===== src/rtl/add_num_rd_engine.sv =====
// Operand-fetch stage of the add-two-numbers AFU: one c0 read, extract two operands, hand the sum downstream.
// Optional response timeout is compiled in with `define ADD_NUM_RD_TIMEOUT_EN.
module add_num_rd_engine #(
  parameter int          OP_W     = 8,
  parameter int          OP_A_LSB = 8,
  parameter int          OP_B_LSB = 16,
  parameter logic [15:0] MDATA_ID = 16'hA5D0,
  parameter int          TMO_CYC  = 1024
) (
  input  logic          clk,
  input  logic          reset,
  input  logic          start,
  input  logic [41:0]   start_addr,
  output logic          busy,
  input  logic          c0_almfull,
  output logic          rd_valid,
  output logic [41:0]   rd_addr,
  output logic [15:0]   rd_mdata,
  input  logic          rsp_valid,
  input  logic [15:0]   rsp_mdata,
  input  logic [511:0]  rsp_data,
  output logic          out_valid,
  input  logic          out_ready,
  output logic [OP_W:0] out_sum,
  output logic          out_err
);

  localparam logic [2:0] IDLE     = 3'd0;
  localparam logic [2:0] REQ      = 3'd1;
  localparam logic [2:0] WAIT_RSP = 3'd2;
  localparam logic [2:0] SUM      = 3'd3;
  localparam logic [2:0] OUT      = 3'd4;

  if (OP_W < 1 || OP_A_LSB < 0 || OP_B_LSB < 0 ||
      OP_A_LSB + OP_W > 512 || OP_B_LSB + OP_W > 512) begin : g_bad_field
    $error("add_num_rd_engine: operand field outside the 512-bit line");
  end
  if (TMO_CYC < 1) begin : g_bad_tmo
    $error("add_num_rd_engine: TMO_CYC must be at least 1");
  end

  // Zero-extend both operands so the carry lands in the extra sum bit.
  function automatic logic [OP_W:0] add_ops(input logic [OP_W-1:0] a,
                                            input logic [OP_W-1:0] b);
    return {1'b0, a} + {1'b0, b};
  endfunction

  logic [2:0]      state;
  logic [41:0]     addr_q;
  logic [OP_W-1:0] op_a;
  logic [OP_W-1:0] op_b;
  logic            rsp_match;
  logic            unused_rsp;

  assign busy       = (state != IDLE);
  assign rsp_match  = rsp_valid && (rsp_mdata == MDATA_ID);
  assign unused_rsp = ^rsp_data;

`ifdef ADD_NUM_RD_TIMEOUT_EN
  localparam int               CNT_W    = (TMO_CYC > 1) ? $clog2(TMO_CYC) : 1;
  localparam logic [CNT_W-1:0] TMO_LAST = CNT_W'(TMO_CYC - 1);
  logic [CNT_W-1:0] tmo_cnt;
  logic             err_q;
  assign out_err = err_q;
`else
  assign out_err = 1'b0;
`endif

  always_ff @(posedge clk) begin
    if (reset) begin
      state     <= IDLE;
      rd_valid  <= 1'b0;
      rd_addr   <= '0;
      rd_mdata  <= '0;
      out_valid <= 1'b0;
      out_sum   <= '0;
`ifdef ADD_NUM_RD_TIMEOUT_EN
      tmo_cnt   <= '0;
      err_q     <= 1'b0;
`endif
    end else begin
      rd_valid <= 1'b0;
      case (state)
        IDLE: begin
          if (start) begin
            addr_q <= start_addr;
            state  <= REQ;
          end
        end
        REQ: begin
          // Request goes out only while the c0 channel has room.
          if (!c0_almfull) begin
            rd_valid <= 1'b1;
            rd_addr  <= addr_q;
            rd_mdata <= MDATA_ID;
            state    <= WAIT_RSP;
`ifdef ADD_NUM_RD_TIMEOUT_EN
            tmo_cnt  <= '0;
`endif
          end
        end
        WAIT_RSP: begin
          if (rsp_match) begin
            op_a  <= rsp_data[OP_A_LSB +: OP_W];
            op_b  <= rsp_data[OP_B_LSB +: OP_W];
            state <= SUM;
          end
`ifdef ADD_NUM_RD_TIMEOUT_EN
          else if (tmo_cnt == TMO_LAST) begin
            out_sum   <= '0;
            err_q     <= 1'b1;
            out_valid <= 1'b1;
            state     <= OUT;
          end else begin
            tmo_cnt <= tmo_cnt + CNT_W'(1);
          end
`endif
        end
        SUM: begin
          out_sum   <= add_ops(op_a, op_b);
          out_valid <= 1'b1;
`ifdef ADD_NUM_RD_TIMEOUT_EN
          err_q     <= 1'b0;
`endif
          state     <= OUT;
        end
        OUT: begin
          // Result held until the writer takes it; start is not sampled here.
          if (out_ready) begin
            out_valid <= 1'b0;
`ifdef ADD_NUM_RD_TIMEOUT_EN
            err_q     <= 1'b0;
`endif
            state     <= IDLE;
          end
        end
        default: state <= IDLE;
      endcase
    end
  end

endmodule


===== config.mk =====
export PLATFORM = sky130hd
export DESIGN_NAME = add_num_rd_engine
export DESIGN_NICKNAME = d
export VERILOG_FILES = /design/src/rtl/add_num_rd_engine.sv
export SDC_FILE = /design/constraint.sdc
export NUM_CORES = 1
export LEC_CHECK = 0
export ABC_AREA = 1
export ABC_CLOCK_PERIOD_IN_PS = 4500
export CAP_MARGIN = 40
export CELL_PAD_IN_SITES_DETAIL_PLACEMENT = 0
export CELL_PAD_IN_SITES_GLOBAL_PLACEMENT = 2
export CORE_AREA = 2 2 251 253
export CTS_BUF_LIST = sky130_fd_sc_hd__clkbuf_2 sky130_fd_sc_hd__clkbuf_4 sky130_fd_sc_hd__clkbuf_8
export DETAILED_ROUTE_END_ITERATION = 10
export DIE_AREA = 0 0 253 255
export GPL_TIMING_DRIVEN = 0
export PLACE_DENSITY = 0.59
export SYNTH_ARGS = -nofsm -noshare
export SYNTH_HDL_FRONTEND = slang
export SYNTH_SLANG_ARGS = --single-unit

===== constraint.sdc =====
create_clock -name clk -period 4.5 [get_ports clk]
set_clock_uncertainty 0.15 [all_clocks]
set_input_delay 0.45 -clock clk [delete_from_list [all_inputs] [get_ports clk]]
set_output_delay 0.45 -clock clk [all_outputs]
set_load 0.005 [all_outputs]

==> results.toml, run 1 <==
[status]
status = "finished, final reports clean"

[sta]
fmax_mhz = 419
fin_crit_ps = 2380
timing.setup.tns_ps = 0
hold_violations = 0
rsz0062_at_grt = "false"
fin_crit_sh_pct = 53.0
setup-violations-final = 0
slew_headroom_pct = 59.1
worst_slack_ps = 2120
max_slew.worst_pin.slew_ps = 612
drv_slew = 0

[cts]
cts.clk_slew.worst_paths_ps = 70
cts_sinks = 115
htreeDepth = 4
numCtsBuffers = 17
cts_hold_buf = 0
tritoncts = "built"
root_buffer = "clkbuf_8"
post-cts-setup-buffers = 0
cts_resized = 0
clock_latency_ps = 470
max-clock-path-buffers = 2

[yosys]
async_flop_share_pct = 0
synth_area_leaders = "edfxtp_1 (39%), dfxtp_1 (26%), nor2_1 (7.0%)"
avgSynthCellArea_um2 = 10.7
ys_types = 27
ys_ff_latch = 115
syn_inst = 417
yosysTopAreaCell = "edfxtp_1"
yosys_warnings = 0
synth-main-ff-cell = "edfxtp_1"
netlist_area_um2 = 4460
ys_seq_area_share_pct = 64.6
synth_edf_count = 58
synth_top_cell_area_share_pct = 39.0
ys_top_cells_by_count = "nor2_1 (83), edfxtp_1 (58), dfxtp_1 (57), o21ai_0 (51), nand2_1 (34)"
yosysMostFrequentCell = "nor2_1"

[route]
ant_nets = 0
firstDrtPassIters = 4
wl_per_cell_um = 11.0
drc = 0
drt-total-wl_um = 15400
dr_total_vias = 3368
drtIter0Drc = 165
vias_per_cell = 2.40

[job]
maxCapViolCount = 0

[worst_setup_path]
cp.required_ps = 4520
crit_path_max_fanout = 8
critPathSlowestCell = "nor4_2"
path_common_cell = "buf_4"
cpLargestDelayFamily = "simple AND/OR/NAND/NOR gates"
cp_cell_sequence = "clkdlybuf4s50_1 -> or2_2 -> nor2_1 -> nand3_1 -> nor4_2 -> buf_4 -> buf_4"
setup.worst_path.start_class = "input pin"
critPathBufInv = 3
crit_path_end_kind = "flip-flop"
path_class = "in2reg"
slowest_delay_ps = 460
arrival_ps = 2400

[global_routing]
grt-ovfl-total = 0
antenna_found_initial = 4
grt_usage_pct = 4.91
grt_pass1_wl_um = 22000
grt_max_degree = 17
grt_pass1_vias = 3378

[layout]
postLayoutCoreUtil_pct = 11.9
drive_above_1_share_pct = 17.5
fin_nets = 1173
area_delta_synth_final_pct = 66.5

[die]
dieArea_um2 = 64500
io_pins = 647
core_area_um2 = 62200
start_util_pct = 7.18
row_count = 92
die_w_um = 253
die_y_um = 255

[power_and_ir_drop]
power_density_nw_per_um2 = 419
p_leak_nw = 2.66
peakVddDrop_mv = 0.160

[placement]
place_congestion = 0.685
post-place-ws_ps = 1550
portBuffers = 139
dp_hpwl_um = 12000

[hold_path]
hold_path.class = "in2reg"
## worst register-to-register path, delay by kind of cell (launching register included)
kind / cells / cell delay [ps]
buf+inv: 3 / 520
flops: 1 / 340
simple gates: 2 / 620
## through the flow
stage                     area [um^2]  power [mW]  cells  hold slack [ps]
after floorplan                  4490        1.59    426              297
after global placement           6890        2.00   1364              305
final                            7430        3.11   1401              177
after detailed placement         6970        2.02   1368              309
after CTS                        7420        3.21   1400              123
after global routing             7420        3.30   1400              179
## placed cells by master, fill, tap and decap left out, drive strengths merged
cell type,instances
fa,1
nand2,35
a21oi,8
clkinv,2
bufinv,4
clkbuf,26
nor4,1
conb,10
nand3,11
edfxtp,58
nand3b,1
inv,31
clkinvlp,1
buf,31
nand4,3
ha,8
dfxtp,57
clkdlybuf4s50,139
o21ai,51
o211ai,2
xnor2,1
a31oi,1
nor2,117
diode,1
or2,2
## logic make-up (layout without fill, tap and decap cells)
kind of cell	Yosys count	in the layout	synth area share, %
fa+ha+maj	9	9	2.69
xor+xnor	1	1	0.196
simple gates	170	170	17.3
other cells	1	11	0.0841
buf+inv	59	234	7.99
compound gates	62	62	7.10
flops	115	115	64.6
## flip-flops by register name, indices dropped and copies added (netlist names)
register,count
op_a,8
out_sum,9
rd_addr,42
rd_valid,1
rd_mdata,1
op_b,8
out_valid,1
state,3
addr_q,42
## final timing paths
path | startpoint | to | slack (ps) | cells after the start
worst max-delay path | rsp_mdata[1] | op_a[6] | 2120 | 7
worst min-delay path | reset | rd_valid | 180 | 2
worst max register to register | state[2] | op_a[6] | 2570 | 5
worst min register to register | addr_q[2] | rd_addr[2] | 330 | 2
## power breakdown
part	total (mW)	internal [mW]	switching, mW
Combinational	0.665	0.350	0.315
Clock	1.14	0.659	0.478
Sequential	1.31	1.24	0.0664
## area by class of cell
class / instances / area (um^2)
fill: 7151 / 54700
sequential: 115 / 2880
timing repair buffer: 143 / 1460
multi-input combinational: 252 / 1270
tap: 799 / 1000
clock buffer: 22 / 284
buffer: 31 / 246
clock inverter: 10 / 171
inverter: 28 / 110
antenna: 1 / 2.50
## layer usage
layer	vias to the layer above	wire (um)	global-route usage (%)
li1	1702	-	-
met1	1515	7120	5.95
met2	136	6460	7.13
met3	13	1620	2.83
met4	2	204	1.88
met5	-	10	0
Note: power is estimated with default switching activity, not from simulation.
==> inputs of run 2 (changes only) <==
Settings changed: ABC_CLOCK_PERIOD_IN_PS 4500 to 2500.
Clock period 4.5 ns to 2.5 ns, I/O delays scaled along.
==> run 2 against run 1 <==
  * Global-route usage is essentially flat
  * Setup slack got worse by 1800 ps
  * Final area down 0.19%
  * Largest power group unchanged
==> results.toml, run 2 (synthesis gave the netlist of run 1 again) <==
[layout]
final_cell_area_um2 = 7410
layout_common_cells = "clkdlybuf4s50_1 (139), nor2_1 (82), edfxtp_1 (58), dfxtp_1 (57), o21ai_0 (51)"
area_delta_synth_final_pct = 66.2
postLayoutCoreUtil_pct = 11.9
final_cells = 1403
reg.largest.list = "addr_q x42, rd_addr x42, out_sum x9"
drive_above_1_share_pct = 17.3
fillers = 7122
fin_nets = 1173
layout_commonest_cell = "clkdlybuf4s50_1"

[route]
dr_total_vias = 3371
vias_per_cell = 2.40
drt-total-wl_um = 15100
drc = 0
drtIter0Drc = 100
ant_nets = 0
firstDrtPassIters = 4
wl_per_cell_um = 10.7

[sta]
whs_ps = 36.6
timing.setup.tns_ps = 0
setup-violations-final = 0
max_slew.worst_pin.slew_ps = 646
drv_slew = 0
fin_crit_ps = 2140
hold_violations = 0
fmax_mhz = 468
fin_crit_sh_pct = 85.5
slew_headroom_pct = 57.0
rsz0062_at_grt = "false"

[cts]
root_buffer = "clkbuf_8"
cts_resized = 0
numCtsBuffers = 17
clock_latency_ps = 470
max-clock-path-buffers = 2
cts_hold_buf = 1
htreeDepth = 4
cts_sinks = 115
post-cts-setup-buffers = 0
tritoncts = "built"
cts.clk_slew.worst_paths_ps = 80

[job]
maxCapViolCount = 0

[die]
die_w_um = 253
io_pins = 647
core_area_um2 = 62200
die_y_um = 255
row_count = 92
start_util_pct = 7.18
dieArea_um2 = 64500

[worst_setup_path]
setup.worst_path.start_class = "flip-flop"
slowest_delay_ps = 600
cpLargestDelayFamily = "buffers and inverters"
crit_start = "state[1]"
cp_cell_sequence = "inv_1 -> nand2_1 -> clkdlybuf4s50_1"
path_class = "reg2out"
arrival_ps = 1740
crit_path_end_kind = "output pin"
cp.required_ps = 2100
rr_worst_depth = 10
reg2reg_from = "op_a[0]"
path_depth = 3
crit_path_max_fanout = 6
critPathBufInv = 2
critPathSlowestCell = "clkdlybuf4s50_1"

[placement]
placed_area_um2 = 6970
place_congestion = 0.692
portBuffers = 139
dp_cells = 1367
dp_hpwl_um = 11400

[global_routing]
grt_pass1_wl_um = 22000
grt_usage_pct = 4.89
antenna_found_initial = 3
grt-ovfl-total = 0
grt_max_degree = 22
grt_pass1_vias = 3438

[hold_path]
hold_path_depth = 4
hold_start = "reset"
hold_path.class = "in2reg"

[status]
status = "finished, final reports clean"

[power_and_ir_drop]
peakVddDrop_mv = 0.275
power_density_nw_per_um2 = 738
p_leak_nw = 2.64
run 2: changes by cell type in the layout (fill, tap and decap cells not counted), sizes merged:
cell         delta
buf             -1
bufinv          -2
clkbuf          -5
clkinv          +2
diode           +2
dlygate4sd3     +1
inv             +5
run 2: where the power goes:
group / switching (mW) / total [mW] / internal, mW
registers: 0.124 / 2.36 / 2.24
logic: 0.552 / 1.18 / 0.630
clock network: 0.997 / 1.93 / 0.932
run 2: final cells by class:
type                            instances  area [um^2]  area share, %
Sequential cell                       115         2880           38.9
Timing Repair Buffer                  143         1470           19.8
Multi-Input combinational cell        252         1280           17.2
Tap cell                              799         1000           13.5
Buffer                                 31          246           3.32
Clock buffer                           17          234           3.16
Clock inverter                         15          188           2.53
Inverter                               28          110           1.49
Antenna cell                            3         7.51          0.101
run 2: path summary, 6_finish.rpt:
| path | endpoint | slack, ps |
|---|---|---|
| worst max-delay path | busy | 360 |
| worst min register to register | rd_addr[0] | 320 |
| worst max register to register | out_sum[6] | 590 |
| worst min-delay path | out_sum[4] | 40 |
run 2: routing by layer:
metal / GRT usage [%] / wire (um)
met2: 6.70 / 5940
met4: 1.52 / 180
met1: 6.11 / 7180
met5: 0 / 26
met3: 3.21 / 1750
run 2: metrics by stage:
step	worst slack, ps	power, mW
after global placement	-1420	3.60
after detailed placement	-94.7	3.63
after CTS	267	5.67
final	364	5.47
after floorplan	69.4	2.87
after global routing	181	5.85
run 2: worst min-delay path: cells and delay by family:
kind | cells | cell delay [ps]
buffers and inverters | 2 | 230
and+or+nand+nor | 2 | 120
